[config.mk]
export PLATFORM = sky130hd
export DESIGN_NAME = fpga_rx_arbiter
export DESIGN_NICKNAME = d
export VERILOG_FILES = /design/src/rtl/fpga_rx_arbiter.sv
export SDC_FILE = /design/constraint.sdc
export NUM_CORES = 1
export LEC_CHECK = 0
export ABC_AREA = 0
export CELL_PAD_IN_SITES_DETAIL_PLACEMENT = 1
export CELL_PAD_IN_SITES_GLOBAL_PLACEMENT = 1
export CORE_MARGIN = 2
export CORE_UTILIZATION = 33
export CTS_CLUSTER_SIZE = 30
export DETAILED_ROUTE_END_ITERATION = 6
export GPL_TIMING_DRIVEN = 0
export PLACE_DENSITY = 0.95
export SYNTH_ARGS = -nofsm -noshare
export SYNTH_HDL_FRONTEND = slang
export SYNTH_SLANG_ARGS = --single-unit
[constraint.sdc]
create_clock -name clock -period 4.5 [get_ports clock]
set_clock_uncertainty 0.05 [all_clocks]
set_input_delay 0.9 -clock clock [delete_from_list [all_inputs] [get_ports clock]]
set_output_delay 0.9 -clock clock [all_outputs]
set_load 0.02 [all_outputs]
[src/rtl/fpga_rx_arbiter.sv]
// Round-robin arbiter that drains fpga_receiver channels onto one valid/ready
// output stream and returns a per-channel "processed" handshake.
module fpga_rx_arbiter #(
    parameter int CHANNELS = 4,
    parameter int WIDTH    = 8
) (
    input  logic                          clock,
    input  logic                          reset,
    input  logic [CHANNELS*WIDTH-1:0]     rx_data,
    input  logic [CHANNELS-1:0]           rx_received,
    output logic [CHANNELS-1:0]           rx_processed,
    input  logic [CHANNELS-1:0]           chan_enable,
    output logic [WIDTH-1:0]              out_data,
    output logic [$clog2(CHANNELS)-1:0]   out_channel,
    output logic                          out_valid,
    input  logic                          out_ready,
    output logic                          busy,
    output logic [15:0]                   xfer_count
);
    localparam int CW = $clog2(CHANNELS);

    typedef enum logic [1:0] {IDLE, OFFER, ACK} state_t;

    state_t                state_q;
    logic [CW-1:0]         last_grant_q;
    logic [CW-1:0]         out_channel_q;
    logic [WIDTH-1:0]      out_data_q;
    logic                  out_valid_q;
    logic [CHANNELS-1:0]   rx_processed_q;
    logic [15:0]           xfer_count_q;

    logic [CHANNELS-1:0]   eligible;
    logic                  grant_found;
    logic [CW-1:0]         grant_d;
    logic [CW-1:0]         rr_idx;
    logic [WIDTH-1:0]      chan_data [CHANNELS];

    for (genvar i = 0; i < CHANNELS; i++) begin : g_slice
        assign chan_data[i] = rx_data[i*WIDTH +: WIDTH];
    end

    assign eligible = rx_received & chan_enable;

    // Search upward from the channel after the last grant, wrapping modulo CHANNELS.
    always_comb begin
        grant_found = 1'b0;
        grant_d     = last_grant_q;
        rr_idx      = '0;
        for (int k = 1; k <= CHANNELS; k++) begin
            rr_idx = CW'((int'(last_grant_q) + k) % CHANNELS);
            if (!grant_found && eligible[rr_idx]) begin
                grant_found = 1'b1;
                grant_d     = rr_idx;
            end
        end
    end

    always_ff @(posedge clock) begin
        if (reset) begin
            state_q        <= IDLE;
            out_valid_q    <= 1'b0;
            rx_processed_q <= '0;
            out_data_q     <= '0;
            out_channel_q  <= '0;
            xfer_count_q   <= '0;
            last_grant_q   <= CW'(CHANNELS - 1);
        end else begin
            case (state_q)
                IDLE: begin
                    if (grant_found) begin
                        out_data_q    <= chan_data[grant_d];
                        out_channel_q <= grant_d;
                        out_valid_q   <= 1'b1;
                        state_q       <= OFFER;
                    end
                end
                OFFER: begin
                    if (out_ready) begin
                        out_valid_q    <= 1'b0;
                        rx_processed_q <= CHANNELS'(1) << out_channel_q;
                        xfer_count_q   <= xfer_count_q + 16'd1;
                        state_q        <= ACK;
                    end
                end
                ACK: begin
                    // Hold "processed" until the receiver acknowledges by dropping "received".
                    if (!rx_received[out_channel_q]) begin
                        rx_processed_q <= '0;
                        last_grant_q   <= out_channel_q;
                        state_q        <= IDLE;
                    end
                end
                default: state_q <= IDLE;
            endcase
        end
    end

    assign rx_processed = rx_processed_q;
    assign out_data     = out_data_q;
    assign out_channel  = out_channel_q;
    assign out_valid    = out_valid_q;
    assign busy         = (state_q != IDLE);
    assign xfer_count   = xfer_count_q;

endmodule

# After elaboration in Yosys (flattened, before gate mapping)
# Index checks and enable logic that the tools add are counted.
# totals
input_bits	43
out_inout_bits	32
ff_bits	35
elab_cells	74
# classes
magnitude_cmp	6
n_addsub	5
muxes	31
shifts	1
n_eq_ne	5
bitwise	3
reduce_logical	16
# ops
op	n
$add 16x1->16 const B	1
$bmux 8 s2	1
$mux 8	2
$lt 2x3->1 const B	5
$mux 2	7
$mux 1	11
$bmux 1 s2	5
$reduce_and 3->1	3
$mux 4	2
$pmux 4 s2	1
$ne 2x2->1 const B	3
$pmux 2 s3	1
$reduce_and 2->1	3
$reduce_bool 2->1	3
$add 2x1->2 const B	2
$add 2x2->2 const B	2
$and 4x4->4	1
$shl 1x2->4 const A	1
$ge 3x3->1 const B	1
$logic_and 1x1->1	3
$logic_not 1->1	3
$not 2->3	1
$eq 2x1->1 const B	1
$eq 2x2->1 const B	1
3 further kinds	3

# Longest topological paths before layout
# logic_depth
ltp_word	17
mapped_depth	7
ltp_nobuf	5

# Worst setup path before layout
# Ideal clock, no wire load.
# synth_path
kind	input to register
startpoint	input port rx_received[3]
endpoint	register last_grant_q[0]
n_path_buf	1
setup_time_ps	120
path_stages	4
arrival_ps	2124
required_ps	4330
path_slack_ps	2206
cell_sequence	mux4_2 > or3b_1 > buf_6 > a211o_1
# synth_between
elab_chain_len	4
# synth_lines
element	line_no	rtl
start: declaration	10	input logic [CHANNELS-1:0] rx_received,
$bmux 1 s2	87	if (!rx_received[out_channel_q]) begin
$mux 1 (implied by the code)	87	
$not 1->1 (no source line)	--	
$reduce_and 2->1 (no source line)	--	
end signal: assignment	66	last_grant_q <= CW'(CHANNELS - 1);
end signal: assignment	89	last_grant_q <= out_channel_q;
end: declaration	25	logic [CW-1:0] last_grant_q;
# Every way passes these cells. The select of a mux whose other input is x is not followed.
# A chain may end at the register's enable or synchronous reset.

# Final worst setup path
# layout_path
startpoint	input port rx_received[1]
endpoint	register out_data_q[0], in the netlist out_data[0]
# layout_between
elab_chain_len	17
elab_cells_between_ends	28
cone_classes	mux: 19; bitwise: 2; reduce/logical: 7
# layout_lines
element	line_no	rtl
$and 4x4->4 *	42	assign eligible = rx_received & chan_enable;
$bmux 1 s2	51	if (!grant_found && eligible[rr_idx]) begin
$mux 1 (implied by the code)	51	
$mux 1	51	
$logic_not 1->1	51	
$logic_and 1x1->1	51	
$mux 1	51	
$logic_not 1->1	51	
$logic_and 1x1->1	51	
$mux 1	51	
$logic_not 1->1	51	
$logic_and 1x1->1	51	
$mux 2	51	
$not 2->3 (implied by the code)	71	out_data_q <= chan_data[grant_d];
$bmux 8 s2	71	
$mux 8 (implied by the code) (2 in a row)	71	
end signal: assignment	71	
end: declaration	27	logic [WIDTH-1:0] out_data_q;
# Mark *: on every way between the ends. The rest lies on a longest branch, timed or not. The select of a mux whose other input is x is not followed.

==> results.sh <==
export IMPL_synth_area_leader_cell="dfxtp_1"
export IMPL_synth_xor_xnor_area_share=0.0724
export IMPL_vias_per_cell=5.38
export IMPL_io_pins=75
export IMPL_clk_path_buf_depth=2
export IMPL_wl_per_cell_um=16.2
export IMPL_die_area_um2=6110
export IMPL_synthFlopType="dfxtp_1"
export IMPL_grt_pass1_vias=2041
export IMPL_cts_root_buf="clkbuf_8"
export IMPL_crit_chain="clkdlybuf4s50_1 -> and3b_1 -> a211o_4 -> and3_1 -> a2111oi_0 -> o31ai_1"
export IMPL_slew_headroom=0.517
export IMPL_htreeDepth=2
export IMPL_rr_endpoint="out_data[0]"
export IMPL_fillers=616
export IMPL_p_sw_w=0.000226
export IMPL_yosys_area_share_simple=0.286
export IMPL_rsz0062_at_grt="no"
export IMPL_finalSetupTns_ps=0
export IMPL_synth_most_common_cell="dfxtp_1"
export IMPL_synth_edf_count=0
export IMPL_routabilityCongestion=0.801
export IMPL_total_power_w=0.000796
export IMPL_combPwrFrac=0.252
export IMPL_endpoint_kind="flop"
export IMPL_worst_slew_pin_slew_ps=704
export IMPL_ys_seq_elements=35
export IMPL_synthTopCellsByArea="dfxtp_1, and3_1, xor2_1, nor2_1, nand3b_1"
export IMPL_critPathRequiredTime_ps=4600
export IMPL_drive_above_1_share=0.0625
export IMPL_synth_top_area_frac=0.386
export IMPL_power_leakage_nw=1.02
export IMPL_hp_start="out_valid"
export IMPL_synth_compound_area_share=0.182
export IMPL_synth_commonest_cells="dfxtp_1, nor2_1, and3_1"
export IMPL_grt_pass1_wl_um=9860
export IMPL_avgSynthCellArea_um2=8.76
export IMPL_hold_end="out_valid"
export IMPL_drt_iter0_markers=68
export IMPL_clkPwrFrac=0.312
export IMPL_max_freq_mhz=354
export IMPL_via_count=1926
export IMPL_hold_path_class="flop to flop"
export IMPL_status="completed"
export IMPL_cts_resized=0
export IMPL_cts_hold_buffers=0
export IMPL_yosysWarnings=0
export IMPL_ff2ff_setup_slack_ps=2350
export IMPL_antenna_found_initial=0
export IMPL_drv_slew=0
export IMPL_synth_nets=251
export IMPL_yosys_area_share_adder=0.00690
export IMPL_fin_nets=331
export IMPL_clk_latency_ps=290
export IMPL_cts_tree="built"
export IMPL_initial_core_util=0.349
export IMPL_cp_start_kind="primary input"
export IMPL_p_int_w=0.000569
export IMPL_area_growth_pct=50.6
export IMPL_wl_um=5810
export IMPL_syn_area_um2=1810
export IMPL_rows=26
export IMPL_drc_errors=0
export IMPL_synthCells=207
export IMPL_r2r_cells=5
export IMPL_io_buffers=73
export IMPL_hold_ws_ps=404
export IMPL_path_clk_slew_ps=70
export IMPL_overflow=0
export IMPL_setup_viol=0
export IMPL_grt_max_degree=11
export IMPL_track_usage=0.202
export IMPL_antenna_cells=0
export IMPL_maxCapViolCount=0
export IMPL_ys_seq_area_frac=0.386
export IMPL_arrival_ps=2930
export IMPL_cp_slowest_cell="a2111oi_0"
export IMPL_dieHeight_um=78.1
export IMPL_ys_async_sr_fraction=0
export IMPL_core_area_um2=5200
export IMPL_sw_frac_of_total=0.284
export IMPL_r2r_start="last_grant_q[0]"
export IMPL_antenna_left=0
export IMPL_synth_top_family_by_area="simple AND/OR/NAND/NOR gates"
export IMPL_die_x_um=78.1
export IMPL_drt_pass1_iter_count=4
export IMPL_cp_max_fo=8
export IMPL_clkSinkCount=35
export IMPL_hold_depth=2
export IMPL_synth_mux_area_frac=0.0241
export IMPL_post_cts_repair_setup_buffers=0
export IMPL_p_seq_frac=0.436
export IMPL_hold_violations=0
export IMPL_cts_buffers=5
export IMPL_power_density_nw_per_um2=291
export IMPL_fin_crit_ps=2830
export IMPL_ir_drop_v=0.000120
export IMPL_ys_types=37
export IMPL_criticalPathCategory="primary input to flop"
export IMPL_hpwl_um=4630
export IMPL_slowest_delay_ps=650
export IMPL_post_route_period_util=0.628
==> power groups by stage <==
| stage | Combinational (W) | Sequential (W) | Clock, W |
|---|---|---|---|
| floorplan | 0.0000833 | 0.000369 | 0 |
| global placement | 0.000193 | 0.000352 | 0 |
| detailed placement | 0.000200 | 0.000353 | 0 |
| CTS | 0.000201 | 0.000346 | 0.000258 |
| global route | 0.000217 | 0.000350 | 0.000271 |
| finish | 0.000200 | 0.000347 | 0.000249 |
==> layout make-up <==
| type | instances | area (µm²) | area share |
|---|---|---|---|
| multi-input cells | 157 | 1040 | 0.380 |
| repair buffers | 73 | 731 | 0.267 |
| flip-flops and latches | 35 | 701 | 0.256 |
| clock buffers | 8 | 100 | 0.0366 |
| well taps | 70 | 87.6 | 0.0321 |
| plain buffers | 12 | 65.1 | 0.0238 |
| inverters | 3 | 11.3 | 0.00412 |
==> worst max-delay path, delay by kind of cell <==
family	cells	cell delay, ps
compound gates	3	1120
buf+inv	1	480
simple gates	2	430
==> sequential cells by signal (all words and copies together) (netlist names) <==
register and cells:
last_grant_q 2, rx_processed 4, out_channel 2, xfer_count 16, out_valid 1, state_q 2
out_data 8
==> worst max-delay path by stage <==
stage	start	end	slack (ps)	cells past startpoint
floorplan	rx_received[3]	last_grant_q[0]	2210	4
global placement	rx_received[1]	out_data[1]	1570	6
detailed placement	rx_received[1]	out_data[0]	1420	6
CTS	rx_received[1]	out_data[0]	1720	6
global route	rx_received[3]	out_data[0]	1620	6
finish	rx_received[1]	out_data[0]	1670	6
==> cell families (layout without fill, tap and decap cells) <==
| kind of cell | Yosys count | after routing |
|---|---|---|
| AO/OA/AOI/OAI | 40 | 40 |
| XOR/XNOR | 15 | 15 |
| adder cells (fa/ha/maj) | 1 | 1 |
| buffers and inverters | 15 | 96 |
| flip-flops | 35 | 35 |
| multiplexers | 3 | 3 |
| AND/OR/NAND/NOR | 98 | 98 |
==> layer usage <==
metal | routed length [µm] | up-vias | global-route usage | share of wire
met5 | 0 | - | 0 | 0
met4 | 64 | 0 | 0.0579 | 0.011
met3 | 402 | 7 | 0.0598 | 0.069
met2 | 2930 | 77 | 0.366 | 0.51
met1 | 2410 | 912 | 0.229 | 0.41
li1 | - | 930 | - | -
==> layout by cell type (no fill, tap or decap), types with 2 or more instances in the layout <==
| master | synthesis | final |
|---|---|---|
| nand4_1 | 5 | 5 |
| a2111oi_0 | 7 | 7 |
| and3_1 | 20 | 20 |
| xor2_1 | 12 | 12 |
| dfxtp_1 | 35 | 35 |
| a31oi_1 | 3 | 3 |
| clkdlybuf4s50_1 | 0 | 73 |
| and3b_1 | 3 | 3 |
| clkbuf_1 | 7 | 8 |
| o31ai_1 | 8 | 8 |
| a2111oi_2 | 2 | 2 |
| nand2_1 | 15 | 15 |
| nor2_1 | 25 | 25 |
| nand3_1 | 12 | 12 |
| clkbuf_8 | 0 | 7 |
| a221oi_1 | 8 | 8 |
| inv_1 | 3 | 3 |
| xnor2_1 | 3 | 3 |
| buf_6 | 2 | 2 |
| nand3b_1 | 10 | 10 |
| a211o_1 | 2 | 2 |
| a21oi_1 | 6 | 6 |
| nor3_1 | 3 | 3 |
==> stage by stage <==
stage	utilization	area, µm²	setup WS, ps	cells
after floorplan	-	1810	2210	207
after global placement	0.506	2630	1570	350
after detailed placement	0.506	2630	1420	350
after CTS	0.525	2730	1720	358
after global routing	0.525	2730	1620	358
final	0.525	2730	1670	358
Note: power is estimated with default switching activity, not from simulation.
